### src/rtl/seven_seg_scan_scheduler.sv
// Time-multiplexed scan of an 8-digit active-low-anode seven-segment display.
// Each slot opens with an all-dark guard interval; new digit data is latched only at frame boundaries.
module seven_seg_scan_scheduler #(
  parameter int SLOT_CYCLES  = 100000,
  parameter int BLANK_CYCLES = 2000
) (
  input  logic        clock,
  input  logic        reset,
  input  logic [31:0] digits_in,
  input  logic [7:0]  digit_enable,
  input  logic        update,
  output logic [7:0]  AN,
  output logic [3:0]  BCD_out,
  output logic [2:0]  digit_idx,
  output logic        frame_done
);

  localparam int CNT_W = (SLOT_CYCLES > 1) ? $clog2(SLOT_CYCLES) : 1;
  localparam logic [CNT_W-1:0] SLOT_LAST  = CNT_W'(SLOT_CYCLES - 1);
  localparam logic [CNT_W-1:0] BLANK_LAST = CNT_W'(BLANK_CYCLES - 1);

  typedef enum logic {GUARD, DRIVE} state_t;

  state_t           state_q, state_d;
  logic [CNT_W-1:0] cnt_q, cnt_d;
  logic [2:0]       idx_q, idx_d;
  logic [31:0]      staging_q, staging_d;
  logic [31:0]      shadow_q, shadow_d;
  logic             pending_q, pending_d;
  logic [7:0]       an_q, an_d;
  logic [3:0]       bcd_q, bcd_d;
  logic             frame_done_q, frame_done_d;
  logic             slot_end;
  logic             boundary;

  always_ff @(posedge clock or posedge reset) begin
    if (reset) begin
      state_q      <= GUARD;
      cnt_q        <= '0;
      idx_q        <= 3'd0;
      staging_q    <= 32'h0;
      shadow_q     <= 32'h0;
      pending_q    <= 1'b0;
      an_q         <= 8'hFF;
      bcd_q        <= 4'h0;
      frame_done_q <= 1'b0;
    end else begin
      state_q      <= state_d;
      cnt_q        <= cnt_d;
      idx_q        <= idx_d;
      staging_q    <= staging_d;
      shadow_q     <= shadow_d;
      pending_q    <= pending_d;
      an_q         <= an_d;
      bcd_q        <= bcd_d;
      frame_done_q <= frame_done_d;
    end
  end

  always_comb begin
    state_d      = state_q;
    cnt_d        = cnt_q + 1'b1;
    idx_d        = idx_q;
    staging_d    = staging_q;
    shadow_d     = shadow_q;
    pending_d    = pending_q;
    an_d         = 8'hFF;
    slot_end     = (cnt_q == SLOT_LAST);
    boundary     = slot_end && (idx_q == 3'd7);
    frame_done_d = boundary;

    if (slot_end) begin
      cnt_d = '0;
    end

    case (state_q)
      GUARD: if (cnt_q == BLANK_LAST) state_d = DRIVE;
      DRIVE: begin
        if (slot_end) begin
          state_d = GUARD;
          idx_d   = idx_q + 3'd1;
        end
      end
      default: state_d = GUARD;
    endcase

    // A strobe landing on the boundary itself bypasses staging so it is not delayed a whole frame.
    if (boundary) begin
      if (update) begin
        shadow_d  = digits_in;
        staging_d = digits_in;
      end else if (pending_q) begin
        shadow_d = staging_q;
      end
      pending_d = 1'b0;
    end else if (update) begin
      staging_d = digits_in;
      pending_d = 1'b1;
    end

    // Outputs are computed from next-state so they line up with the registered state.
    if (state_d == DRIVE && digit_enable[idx_d]) begin
      an_d[idx_d] = 1'b0;
    end
    bcd_d = shadow_d[{idx_d, 2'b00} +: 4];
  end

  assign AN         = an_q;
  assign BCD_out    = bcd_q;
  assign digit_idx  = idx_q;
  assign frame_done = frame_done_q;

endmodule

### config.mk
export PLATFORM = sky130hd
export DESIGN_NAME = seven_seg_scan_scheduler
export DESIGN_NICKNAME = d
export VERILOG_FILES = /design/src/rtl/seven_seg_scan_scheduler.sv
export SDC_FILE = /design/constraint.sdc
export NUM_CORES = 1
export LEC_CHECK = 0
export CELL_PAD_IN_SITES_DETAIL_PLACEMENT = 1
export CELL_PAD_IN_SITES_GLOBAL_PLACEMENT = 1
export CORE_MARGIN = 2
export CORE_UTILIZATION = 25
export DETAILED_ROUTE_END_ITERATION = 12
export PLACE_DENSITY = 0.49
export SLEW_MARGIN = 25
export SYNTH_ARGS = -nofsm -noshare
export SYNTH_HDL_FRONTEND = slang
export SYNTH_SLANG_ARGS = --single-unit
export TNS_END_PERCENT = 50
### constraint.sdc
create_clock -name clock -period 4.2 [get_ports clock]
set_input_delay 0.63 -clock clock [delete_from_list [all_inputs] [get_ports clock]]
set_output_delay 0.63 -clock clock [all_outputs]
set_load 0.03 [all_outputs]
# Word-level counts from Yosys, hierarchy flattened
# Cells that the tools add are included.
dict set report op_classes {
  add_sub_neg 2
  n_lt_le_gt_ge 2
  n_eq_ne 3
  shift 1
  mux 16
  bitwise_logic 2
  n_reduce_logical 4
}
# cell n
set op_table {}
lappend op_table {{two-way mux 32 bit} 3}
lappend op_table {{variable part select 32 x 6 -> 4 bit} 1}
lappend op_table {{adder 17 x 1 -> 17 bit, second input constant} 1}
lappend op_table {{equality test 17 x 11 -> 1 bit, second input constant} 1}
lappend op_table {{equality test 17 bit, second input constant} 1}
lappend op_table {{two-way mux 17 bit} 1}
lappend op_table {{two-way mux 8 bit} 1}
lappend op_table {{NOT 8 bit} 1}
lappend op_table {{two-way mux 1 bit} 6}
lappend op_table {{two-way mux 3 bit} 2}
lappend op_table {{less-than comparator 3 x 4 -> 1 bit, second input constant} 1}
lappend op_table {{adder 3 x 1 -> 3 bit, second input constant} 1}
lappend op_table {{binary-select mux 1 bit (select 3 bit)} 1}
lappend op_table {{demux 1 bit (select 3 bit)} 1}
lappend op_table {{equality test 3 bit, second input constant} 1}
lappend op_table {{>= comparator 3 x 1 -> 1 bit, second input constant} 1}
lappend op_table {{logical AND 1 bit} 3}
lappend op_table {{case mux 1 bit (2 select lines)} 1}
lappend op_table {{nonzero test 2 bit} 1}
lappend op_table {{NOT 1 bit} 1}
dict set report totals {
  regBits 99
  in_bits 43
}

# Logic depth before layout (Yosys ltp)
# Gate-level depths: netlist of run 1.
dict set report depth {
  ltp_word 9
  ltp_mapped 9
  depth_no_buf 8
}

# Worst setup path after synthesis of run 1
# Ideal clock, no wire load.
dict set report synth_path {
  path_kind {reg2reg}
  start {reg idx_q[1] (netlist: digit_idx[1])}
  end {reg bcd_q[1] (netlist: BCD_out[1])}
  setup_time_ns 0.139
  arrival_time_ns 2.756
  t_required_ns 4.061
  slack_ns 1.305
  stages_incl_launch_ff 9
  path_cell_list {dfrtp_1 > ha_1 > ha_1 > o21ai_0 > nor3_2 > buf_2 > mux2_2 > a222oi_1 > or4b_1}
}
dict set report synth_between {
  elab_chain_len 4
  word_cells_on_any_way 7
  classes_between {1 x add/sub; 1 x eq/ne; 1 x shift; 3 x mux; 1 x reduce/logical}
}
# item line
set synth_lines {}
lappend synth_lines {{from (decl)} 26} ;# logic [2:0] idx_q, idx_d;
lappend synth_lines {{from (signal assigned)} 50} ;# idx_q <= idx_d;
lappend synth_lines {{equality test 3 bit} 69} ;# boundary = slot_end && (idx_q == 3'd7);
lappend synth_lines {{logical AND 1 bit} 69}
lappend synth_lines {{two-way mux 32 bit} 88} ;# if (boundary) begin
lappend synth_lines {{via shadow_d[13]} 28} ;# logic [31:0] shadow_q, shadow_d;
lappend synth_lines {{variable part select 32 x 6 -> 4 bit} 105} ;# bcd_d = shadow_d[{idx_d, 2'b00} +: 4];
lappend synth_lines {{via bcd_d[1]} 31} ;# logic [3:0] bcd_q, bcd_d;
lappend synth_lines {{to (signal assigned)} 45} ;# bcd_q <= 4'h0;
lappend synth_lines {{to (signal assigned)} 55} ;# bcd_q <= bcd_d;
lappend synth_lines {{to (decl)} 31}
# The timed path passes the listed nets, and every way through them passes these cells.
# A chain may end at the register's enable or synchronous reset.

# Worst setup path after layout of run 1
dict set report layout_path {
  start {reg idx_q[0] (netlist: digit_idx[0])}
  end {reg bcd_q[1] (netlist: BCD_out[1])}
}
# The elaborated chain is that of the path after synthesis.

==> impl_summary.txt, run 1 <==
----------------------------------------------------
[Yosys]
  Average footprint of a synthesized cell ... roughly 12 sq um
  Share of the synthesized area in the top cell type ... 0.501
  Yosys synthesis warning count ... 0
  Count leader, synth ... sky130_fd_sc_hd__dfrtp_1
  Synthesized netlist cell count ... 380
  Post-synthesis cell area ... roughly 0.0045 sq mm
  Largest cells by area after synthesis ... sky130_fd_sc_hd__dfrtp_1, sky130_fd_sc_hd__mux2_2, sky130_fd_sc_hd__dfstp_2
  Post-synthesis register bit count ... 99
  Number of enable-type register cells in the synthesized netlist ... 0
  Sequential-to-total area share from yosys stat ... 0.548
  Net Count, Synth ... 426
  Synth Flop Type ... sky130_fd_sc_hd__dfrtp_1
  Number of distinct library cells after synthesis ... 62
  Fraction of registers with async set/reset ... 1.00
  Post-synth top area cell ... sky130_fd_sc_hd__dfrtp_1
  Leading cell types by count after synthesis ... sky130_fd_sc_hd__dfrtp_1, sky130_fd_sc_hd__mux2_2, sky130_fd_sc_hd__nor2_1

[Final layout]
  Register area ... between 0.002 and 0.0025 sq mm
  Multi-input combinational cell area ... 0.00195 sq mm
  Share of cells above drive strength 1 ... 0.231
  Area grow syn2layout ... 25.4%
  Count of antenna diodes in the layout ... 0
  Total number of nets in the final design ... 487
  Filler cells ... 1963

[Timing]
  Final WS setup ... 0.821 ns
  Setup repair after global routing missed its margin ... no
  Worst Tran Pin Value ... 0.820 ns
  Total negative setup slack ... 0 ns
  Final Setup Violations ... 0
  Final count of pins violating max slew ... 0
  Relative max-transition margin ... 0.437
  Fin crit period ... 3.38 ns
  Final period utilization ... 0.805
  Worst clock skew ... 0.0104 ns
  Min Hold Slack ... roughly 0.48 ns
  Max Clk Rate ... slightly below 300 MHz
  Count of final hold-check violations ... 0

[Global routing]
  Vias in the first global route ... 3553
  Residual overflow from global routing ... 0
  First-pass GRT wire length ... just over 20 mm
  Total global-route track usage ... 0.135
  Initial antenna violation count ... 0
  Pin count of the biggest net entering global routing ... 60

[Routing]
  Routed wire per std cell ... between 15 and 20 um
  Routed via count divided by cell count ... 4.81
  Via Count ... around 3200
  Detailed router's first-iteration violation count ... 202
  DRC violation count after routing ... 0
  Final wirelength ... around 13 mm
  Number of nets still failing antenna checks after routing ... 0
  TritonRoute pass-1 iters ... 5

[Status]
  Status ... completed

[Clocking]
  CTS tree ... done
  Clock root buffer master ... sky130_fd_sc_hd__clkbuf_16
  Number of gates resized after cts ... 0
  CTS Sinks ... slightly below 100
  Worst-path clk slew ... 0.07 ns
  Num CTS Buffers ... 9
  Maximum root-to-sink buffer count ... 2
  Worst skew pair latency ... 0.36 ns
  Level count of the clock H-tree ... 3
  Post-CTS Repair Setup Buffers ... 0
  Count of hold-fix buffers inserted at cts ... 0

[Min path]
  Worst min path class ... flip-flop to flip-flop

[Worst setup path]
  Crit Path Max Fanout ... 22
  Capturing element type of the critical path ... flip-flop
  Crit path DAT ... 3.60 ns
  Worst Setup Start Kind ... flip-flop
  Path type of the worst setup path ... flip-flop to flip-flop
  Required time at the endpoint of the critical path ... 4.42 ns

[Die]
  DIE HEIGHT ... 139 um
  Initial core utilization ... 0.254
  Die outline area ... 0.0193 sq mm
  I/O pin cnt ... 59
  Core region area ... 0.0179 sq mm
  Count of standard-cell rows ... 49
  Die width ... about 140 um

[Placement]
  DP Wirelength ... 9.11 mm
  Count of buffers inserted at the top-level ports ... 58
  Worst-case setup slack after placement ... 0.792 ns
  Final Wtd Congestion ... around 0.78

[Power]
  Switching pwr ... 456 uW
  Total leakage power ... 2.39 nW
  Switching share of power ... 0.229
  Worst VDD drop ... 0.000183 V
  Cell internal pwr ... around 1.5 mW
  Overall power consumption ... 1.99 mW
  Combinational cell fraction of total power ... 0.060
  Proportion of power drawn by flip-flops and latches ... 0.499
  Power per unit of standard cell area ... around 350 mW/mm^2
  Power share of the clock group ... 0.441

[Job]
  Max Cap Viol ... 0

----------------------------------------------------
## layout by cell type (no fill, tap or decap), drive strengths merged, types with 5 or more instances in the layout
| cell | netlist | layout |
|---|---|---|
| clkdlybuf4s50 | 0 | 57 |
| mux2 | 52 | 52 |
| buf | 6 | 7 |
| nor2 | 37 | 37 |
| xnor2 | 7 | 7 |
| clkbuf | 8 | 10 |
| nand3 | 14 | 14 |
| o21ai | 9 | 9 |
| nor3 | 7 | 7 |
| xor2 | 7 | 7 |
| nand4 | 12 | 12 |
| nand2 | 19 | 19 |
| mux2i | 6 | 6 |
| dfrtp | 91 | 91 |
| inv | 11 | 13 |
| dfstp | 8 | 8 |
| or4 | 5 | 5 |
| a21oi | 5 | 5 |
## power by group through the flow
stage | registers, mW | logic (mW) | clock network, mW
after floorplan | 1.01 | 0.0585 | 0
after global placement | 1.01 | 0.121 | 0
after detailed placement | 1.01 | 0.122 | 0
after CTS | 0.993 | 0.123 | 0.901
after global routing | 0.997 | 0.131 | 0.948
final | 0.993 | 0.119 | 0.877
## final cells by class
cell class                 instances  share of cell area
tap                              229              0.0503
sequential                        99               0.437
multi-input combinational        256               0.342
clock buffer                      10              0.0419
timing repair buffer              64               0.109
inverter                          11             0.00769
clock inverter                     6              0.0125
## kinds of logic (layout without fill, tap and decap cells)
family / Yosys count / after routing / share of synthesized area
AO/OA/AOI/OAI: 57 / 57 / 0.0956
XOR/XNOR: 14 / 14 / 0.0270
adder cells (fa/ha/maj): 3 / 3 / 0.00826
buffers and inverters: 25 / 91 / 0.0234
flip-flops: 99 / 99 / 0.548
multiplexers: 58 / 58 / 0.142
AND/OR/NAND/NOR: 124 / 124 / 0.156
## worst paths after layout
kind                                   start      endpoint  slack (ns)  depth (start not counted)
min in group asynchronous              reset  staging_q[6]        0.77                          2
worst max-delay path            digit_idx[0]    BCD_out[1]        0.82                          8
max in group asynchronous              reset         AN[3]        2.58                          3
worst min-delay path             shadow_q[7]   shadow_q[7]        0.48                          2
worst min register to register   shadow_q[7]   shadow_q[7]        0.48                          2
worst max register to register  digit_idx[0]    BCD_out[1]        0.82                          8
## critical path: stages (launching register included)
cell,delay [ns]
sky130_fd_sc_hd__dfrtp_1,0.75
sky130_fd_sc_hd__ha_1,0.25
sky130_fd_sc_hd__ha_1,0.31
sky130_fd_sc_hd__o21ai_0,0.24
sky130_fd_sc_hd__nor3_2,0.15
sky130_fd_sc_hd__buf_4,0.33
sky130_fd_sc_hd__mux2_2,0.40
sky130_fd_sc_hd__a222oi_1,0.34
sky130_fd_sc_hd__or4b_1,0.47
## sequential cells by signal, summed over array words and instances (netlist names)
signal	flops
frame_done	1
BCD_out	4
shadow_q	32
AN	8
staging_q	32
cnt_q	17
pending_q	1
digit_idx	3
state_q	1
## metrics by stage
step | cell area (sq um) | utilization | instances
finish | 5700 | 0.318 | 675
global route | 5700 | 0.318 | 675
CTS | 5700 | 0.318 | 675
detailed placement | 5390 | 0.301 | 659
global placement | 5390 | 0.301 | 659
floorplan | 4540 | - | 380
## per-layer routing
layer  vias to the layer above  wire [um]  track usage
li1                       1516          -            -
met1                      1659       5790        0.177
met2                        53       6030        0.218
met3                        18        444       0.0280
met4                         0        332       0.0590
met5                         -          0            0
(Power assumes the default switching activity.)
==> inputs of run 2 (changes only) <==
==> constraint.sdc (replaced) <==
create_clock -name clock -period 3.2 [get_ports clock]
set_input_delay 0.48 -clock clock [delete_from_list [all_inputs] [get_ports clock]]
set_output_delay 0.48 -clock clock [all_outputs]
set_load 0.03 [all_outputs]
==> impl_summary.txt, run 2 (synthesis gave the netlist of run 1 again) <==
----------------------------------------------------
[Global routing]
  Residual overflow from global routing ... 0
  Met1 global-route usage ... 0.173
  Pin count of the biggest net entering global routing ... 46
  Met3 Resource Use GR ... 0.0276
  Busiest layer in global routing ... met2
  Vias in the first global route ... 3486
  Total global-route track usage ... 0.131
  First-pass GRT wire length ... 19.9 mm
  Initial antenna violation count ... 0
  Met2 layer usage reported by global route ... 0.214

[Final layout]
  Share of cells above drive strength 1 ... 0.239
  Total number of nets in the final design ... 492
  Area grow syn2layout ... 27.0%
  Count of antenna diodes in the layout ... 0
  Registers with the most flip-flops ... shadow_q: 32 flops, staging_q: 32 flops, cnt_q: 17 flops
  Most frequent standard cell in the layout excluding fill and tap cells ... sky130_fd_sc_hd__dfrtp_1
  Most frequent cells in the layout ... sky130_fd_sc_hd__dfrtp_1, sky130_fd_sc_hd__clkdlybuf4s50_1, sky130_fd_sc_hd__mux2_2

[Power]
  Overall power consumption ... 2.60 mW
  Power per unit of standard cell area ... ~450 mW/mm^2
  Cell internal pwr ... 2.00 mW
  Proportion of power drawn by flip-flops and latches ... 0.502
  Worst VDD drop ... 0.000263 V
  Combinational cell fraction of total power ... 0.060
  Switching pwr ... ~600 uW
  Power share of the clock group ... 0.438
  Total leakage power ... 2.43 nW
  Switching share of power ... 0.230

[Min path]
  Worst min path class ... flip-flop to flip-flop

[Timing]
  Final count of pins violating max slew ... 0
  Worst Tran Pin Value ... 0.722 ns
  Total negative setup slack ... 0 ns
  Count of final hold-check violations ... 0
  Max Clk Rate ... between 300 and 400 MHz
  Final period utilization ... 0.944
  Fin crit period ... 3.02 ns
  Worst clock skew ... 0.0111 ns
  Relative max-transition margin ... 0.514
  Final Setup Violations ... 0
  Setup repair after global routing missed its margin ... no

[Routing]
  Via Count ... 3215
  Routed via count divided by cell count ... about 4.7
  Detailed router's first-iteration violation count ... 148
  DRC violation count after routing ... 0
  Final wirelength ... ~12 mm
  TritonRoute pass-1 iters ... 6
  Number of nets still failing antenna checks after routing ... 0
  Routed wire per std cell ... 17.6 um

[Die]
  Die width ... 139 um
  Die outline area ... 0.0193 sq mm
  Core region area ... ~0.018 sq mm
  DIE HEIGHT ... around 140 um
  Count of standard-cell rows ... 49
  Initial core utilization ... 0.254
  I/O pin cnt ... 59

[Clocking]
  CTS tree ... done
  Worst skew pair latency ... around 0.36 ns
  Maximum root-to-sink buffer count ... 2
  Number of gates resized after cts ... 0
  Clock root buffer master ... sky130_fd_sc_hd__clkbuf_16
  Count of hold-fix buffers inserted at cts ... 0
  Num CTS Buffers ... 9
  CTS Sinks ... 99
  Level count of the clock H-tree ... 3
  Post-CTS Repair Setup Buffers ... 0
  Worst-path clk slew ... 0.07 ns

[Placement]
  DP Wirelength ... 8.70 mm
  Final Wtd Congestion ... between 0.8 and 0.9
  Count of buffers inserted at the top-level ports ... 58

[Worst setup path]
  Path type of the worst setup path ... flip-flop to flip-flop
  Endpoint of the most critical register-to-register path ... BCD_out[0]
  Launch point of the worst reg-to-reg path ... cnt_q[0]
  Worst Setup Start Kind ... flip-flop
  Depth of the worst register-to-register path ... 8
  Worst-case register-to-register setup slack ... 0.18 ns
  Max stage delay cell, worst path ... sky130_fd_sc_hd__or4b_1
  Capturing element type of the critical path ... flip-flop
  Critical path startpoint ... cnt_q[0]
  Chain of cells forming the critical path ... ha_1 -> and4_1 -> nand4_2 -> buf_4 -> o21ai_1 -> o21ai_0 -> nor3b_1 -> or4b_1
  Crit path DAT ... between 3 and 4 ns
  Slowest cell delay on critical path ... 0.51 ns
  Critical path capture point ... BCD_out[0]
  Crit Path Max Fanout ... 18
  Required time at the endpoint of the critical path ... 3.43 ns

[Status]
  Status ... completed

[Job]
  Max Cap Viol ... 0

----------------------------------------------------
run 2: cell types whose count changed in the layout (fill, tap and decap cells not counted), sizes merged:
cell / change
buf: +5
clkbuf: -1
clkinv: +1
clkinvlp: -1
inv: +1
run 2: final cells by class:
| cell class | count | area, sq um |
|---|---|---|
| Clock buffer | 9 | 225 |
| Clock inverter | 7 | 82.6 |
| Fill cell | 1961 | 12100 |
| Inverter | 11 | 43.8 |
| Multi-Input combinational cell | 256 | 1950 |
| Sequential cell | 99 | 2490 |
| Tap cell | 229 | 287 |
| Timing Repair Buffer | 69 | 696 |
run 2: worst min path at each step:
stage | startpoint | depth (start not counted) | end
5_1_grt | shadow_q[11] | 1 | shadow_q[11]
3_3_place_gp | shadow_q[7] | 2 | shadow_q[7]
4_1_cts | shadow_q[7] | 2 | shadow_q[7]
6_report | shadow_q[7] | 2 | shadow_q[7]
3_5_place_dp | shadow_q[7] | 2 | shadow_q[7]
2_1_floorplan | shadow_q[7] | 2 | shadow_q[7]
run 2: per-layer routing:
layer / routed length (um) / vias to the layer above
met5: 0 / -
met2: 5740 / 52
met4: 213 / 0
met3: 453 / 17
met1: 5590 / 1615
li1: - / 1531
run 2: worst max-delay path: cells and delay by family, from the launching register on:
kind | cells | cell delay, ns
DFF | 1 | 0.39
buffers and inverters | 1 | 0.23
AOI/OAI and AO/OA | 2 | 0.83
adders and majority gates | 1 | 0.23
and+or+nand+nor | 4 | 1.20
run 2: stage by stage:
| stage | utilization | setup slack [ns] | area [sq um] | hold WS [ns] | cells |
|---|---|---|---|---|---|
| after floorplan | - | 0.143 | 4540 | 0.440 | 380 |
| after global placement | 0.305 | 0.240 | 5460 | 0.458 | 664 |
| after detailed placement | 0.305 | 0.183 | 5460 | 0.464 | 664 |
| after CTS | 0.322 | 0.163 | 5770 | 0.481 | 680 |
| after global routing | 0.322 | 0.0113 | 5770 | 0.514 | 680 |
| final | 0.322 | 0.180 | 5770 | 0.476 | 680 |
run 2: power by group through the flow:
stage          registers (mW)  clock network [mW]  logic, mW
6_report                 1.30                1.14      0.156
3_3_place_gp             1.33                   0      0.162
3_5_place_dp             1.33                   0      0.162
5_1_grt                  1.31                1.23      0.173
4_1_cts                  1.31                1.18      0.162
2_1_floorplan            1.32                   0     0.0767
==> inputs of run 3 (changes only) <==
--- a/config.mk
+++ b/config.mk
@@ -10,7 +10,9 @@
 export CORE_MARGIN = 2
 export CORE_UTILIZATION = 25
 export DETAILED_ROUTE_END_ITERATION = 12
+export HOLD_SLACK_MARGIN = 0.03
 export PLACE_DENSITY = 0.49
+export SETUP_SLACK_MARGIN = 0.02
 export SLEW_MARGIN = 25
 export SYNTH_ARGS = -nofsm -noshare
 export SYNTH_HDL_FRONTEND = slang
==> impl_summary.txt, run 3 (synthesis gave the netlist of run 1 again) <==
----------------------------------------------------
[Min path]
  Worst min path class ... flip-flop to flip-flop

[Routing]
  TritonRoute pass-1 iters ... 4
  DRC violation count after routing ... 0
  Via Count ... around 3200
  Routed via count divided by cell count ... 4.71
  Number of nets still failing antenna checks after routing ... 0
  Final wirelength ... roughly 12 mm
  Detailed router's first-iteration violation count ... 151
  Routed wire per std cell ... between 15 and 20 um

[Timing]
  Fin crit period ... 3.01 ns
  Setup repair after global routing missed its margin ... yes
  Relative max-transition margin ... 0.559
  Final period utilization ... 0.941
  Worst clock skew ... 0.0112 ns
  Max Clk Rate ... 332 MHz
  Total negative setup slack ... 0 ns
  Final count of pins violating max slew ... 0
  Worst Tran Pin Value ... 0.658 ns
  Final WS setup ... 0.190 ns
  Final Setup Violations ... 0
  Count of final hold-check violations ... 0

[Worst setup path]
  Chain of cells forming the critical path ... ha_1 -> and4_1 -> nand4_2 -> buf_4 -> o21ai_1 -> o21ai_1 -> a222oi_1 -> or4b_1
  Crit path DAT ... 3.24 ns
  Max stage delay cell, worst path ... sky130_fd_sc_hd__or4b_1
  Required time at the endpoint of the critical path ... 3.43 ns
  Slowest cell delay on critical path ... 0.46 ns
  Capturing element type of the critical path ... flip-flop
  Count of buffer and inverter cells on the critical path ... 1
  Crit Path Max Fanout ... 18
  Dominant delay contributor by cell family on the critical path ... compound AO/OA/AOI/OAI gates
  Most Frequent Cell on Critical Path ... sky130_fd_sc_hd__o21ai_1
  Worst Setup Start Kind ... flip-flop
  Path type of the worst setup path ... flip-flop to flip-flop

[Power]
  Switching share of power ... 0.230
  Power per unit of standard cell area ... roughly 450 mW/mm^2
  Power share of the clock group ... 0.438
  Cell internal pwr ... 2.00 mW
  Switching pwr ... 598 uW
  Total leakage power ... 2.43 nW
  Combinational cell fraction of total power ... 0.060
  Worst VDD drop ... 0.000263 V
  Proportion of power drawn by flip-flops and latches ... 0.502

[Placement]
  Final Wtd Congestion ... 0.805
  DP Wirelength ... 8.70 mm
  Count of buffers inserted at the top-level ports ... 58
  Worst-case setup slack after placement ... 0.183 ns

[Final layout]
  Registers with the most flip-flops ... shadow_q: 32 flops, staging_q: 32 flops, cnt_q: 17 flops
  Area grow syn2layout ... 27.0%
  Most frequent cells in the layout ... sky130_fd_sc_hd__dfrtp_1, sky130_fd_sc_hd__clkdlybuf4s50_1, sky130_fd_sc_hd__mux2_2
  Total number of nets in the final design ... ~500
  Count of antenna diodes in the layout ... 0
  Filler cells ... 1961
  Multi-input combinational cell area ... 0.00195 sq mm
  Register area ... between 0.002 and 0.0025 sq mm
  Share of cells above drive strength 1 ... 0.239
  Most frequent standard cell in the layout excluding fill and tap cells ... sky130_fd_sc_hd__dfrtp_1

[Die]
  I/O pin cnt ... between 50 and 60
  Die width ... 139 um
  Initial core utilization ... 0.254
  Count of standard-cell rows ... 49
  Core region area ... 0.0179 sq mm
  Die outline area ... 0.0193 sq mm
  DIE HEIGHT ... around 140 um

[Status]
  Status ... completed

[Global routing]
  First-pass GRT wire length ... 19.9 mm
  Pin count of the biggest net entering global routing ... 46
  Total global-route track usage ... 0.131
  Vias in the first global route ... 3486
  Initial antenna violation count ... 0
  Residual overflow from global routing ... 0

[Clocking]
  Worst-path clk slew ... 0.08 ns
  CTS tree ... done
  Number of gates resized after cts ... 0
  Maximum root-to-sink buffer count ... 2
  Post-CTS Repair Setup Buffers ... 0
  CTS Sinks ... between 90 and 100
  Worst skew pair latency ... 0.36 ns
  Clock root buffer master ... sky130_fd_sc_hd__clkbuf_16
  Level count of the clock H-tree ... 3
  Count of hold-fix buffers inserted at cts ... 0
  Num CTS Buffers ... 9

[Job]
  Max Cap Viol ... 0

----------------------------------------------------
run 3: cell counts in the layout (fill, tap and decap cells not counted):
Identical to the previous run, type by type.
run 3: worst min-delay path, delay by kind of cell (launching register included):
kind	cells	cell delay, ns
flip-flops	1	0.33
multiplexers	1	0.07
buffers and inverters	1	0.05
run 3: area by class of cell:
| type | count | area share |
|---|---|---|
| clock inverters | 7 | 0.0143 |
| well taps | 229 | 0.0497 |
| repair buffers | 69 | 0.121 |
| clock buffers | 9 | 0.0390 |
| multi-input cells | 256 | 0.338 |
| flip-flops and latches | 99 | 0.431 |
| inverters | 11 | 0.00759 |
run 3: path summary, 6_finish.rpt:
path | cells past startpoint | start | slack [ns] | to
setup / recovery | 8 | cnt_q[0] | 0.19 | BCD_out[1]
hold / removal | 2 | shadow_q[7] | 0.48 | shadow_q[7]
setup reg to reg | 8 | cnt_q[0] | 0.19 | BCD_out[1]
hold reg to reg | 2 | shadow_q[7] | 0.48 | shadow_q[7]
max in group asynchronous | 3 | reset | 1.90 | AN[3]
min in group asynchronous | 2 | reset | 0.50 | staging_q[6]
run 3: stage by stage:
stage / hold slack, ns / std cells / area (sq um) / power [mW] / util
2_1_floorplan: 0.440 / 380 / 4540 / 1.40 / -
3_3_place_gp: 0.458 / 664 / 5460 / 1.49 / 0.305
3_5_place_dp: 0.464 / 664 / 5460 / 1.49 / 0.305
4_1_cts: 0.481 / 680 / 5770 / 2.65 / 0.322
5_1_grt: 0.514 / 680 / 5770 / 2.71 / 0.322
6_report: 0.476 / 680 / 5770 / 2.60 / 0.322
run 3: layer usage:
| metal | global-route usage | share of wire | vias up |
|---|---|---|---|
| li1 | - | - | 1530 |
| met4 | 0.0484 | 0.018 | 0 |
| met1 | 0.173 | 0.46 | 1603 |
| met5 | 0 | 0 | - |
| met3 | 0.0276 | 0.039 | 17 |
| met2 | 0.214 | 0.48 | 56 |
run 3: power groups by stage:
stage	clock [mW]	sequential, mW	combinational (mW)
floorplan	0	1.32	0.0767
global placement	0	1.33	0.162
detailed placement	0	1.33	0.162
CTS	1.18	1.31	0.162
global route	1.23	1.31	0.173
finish	1.14	1.30	0.156
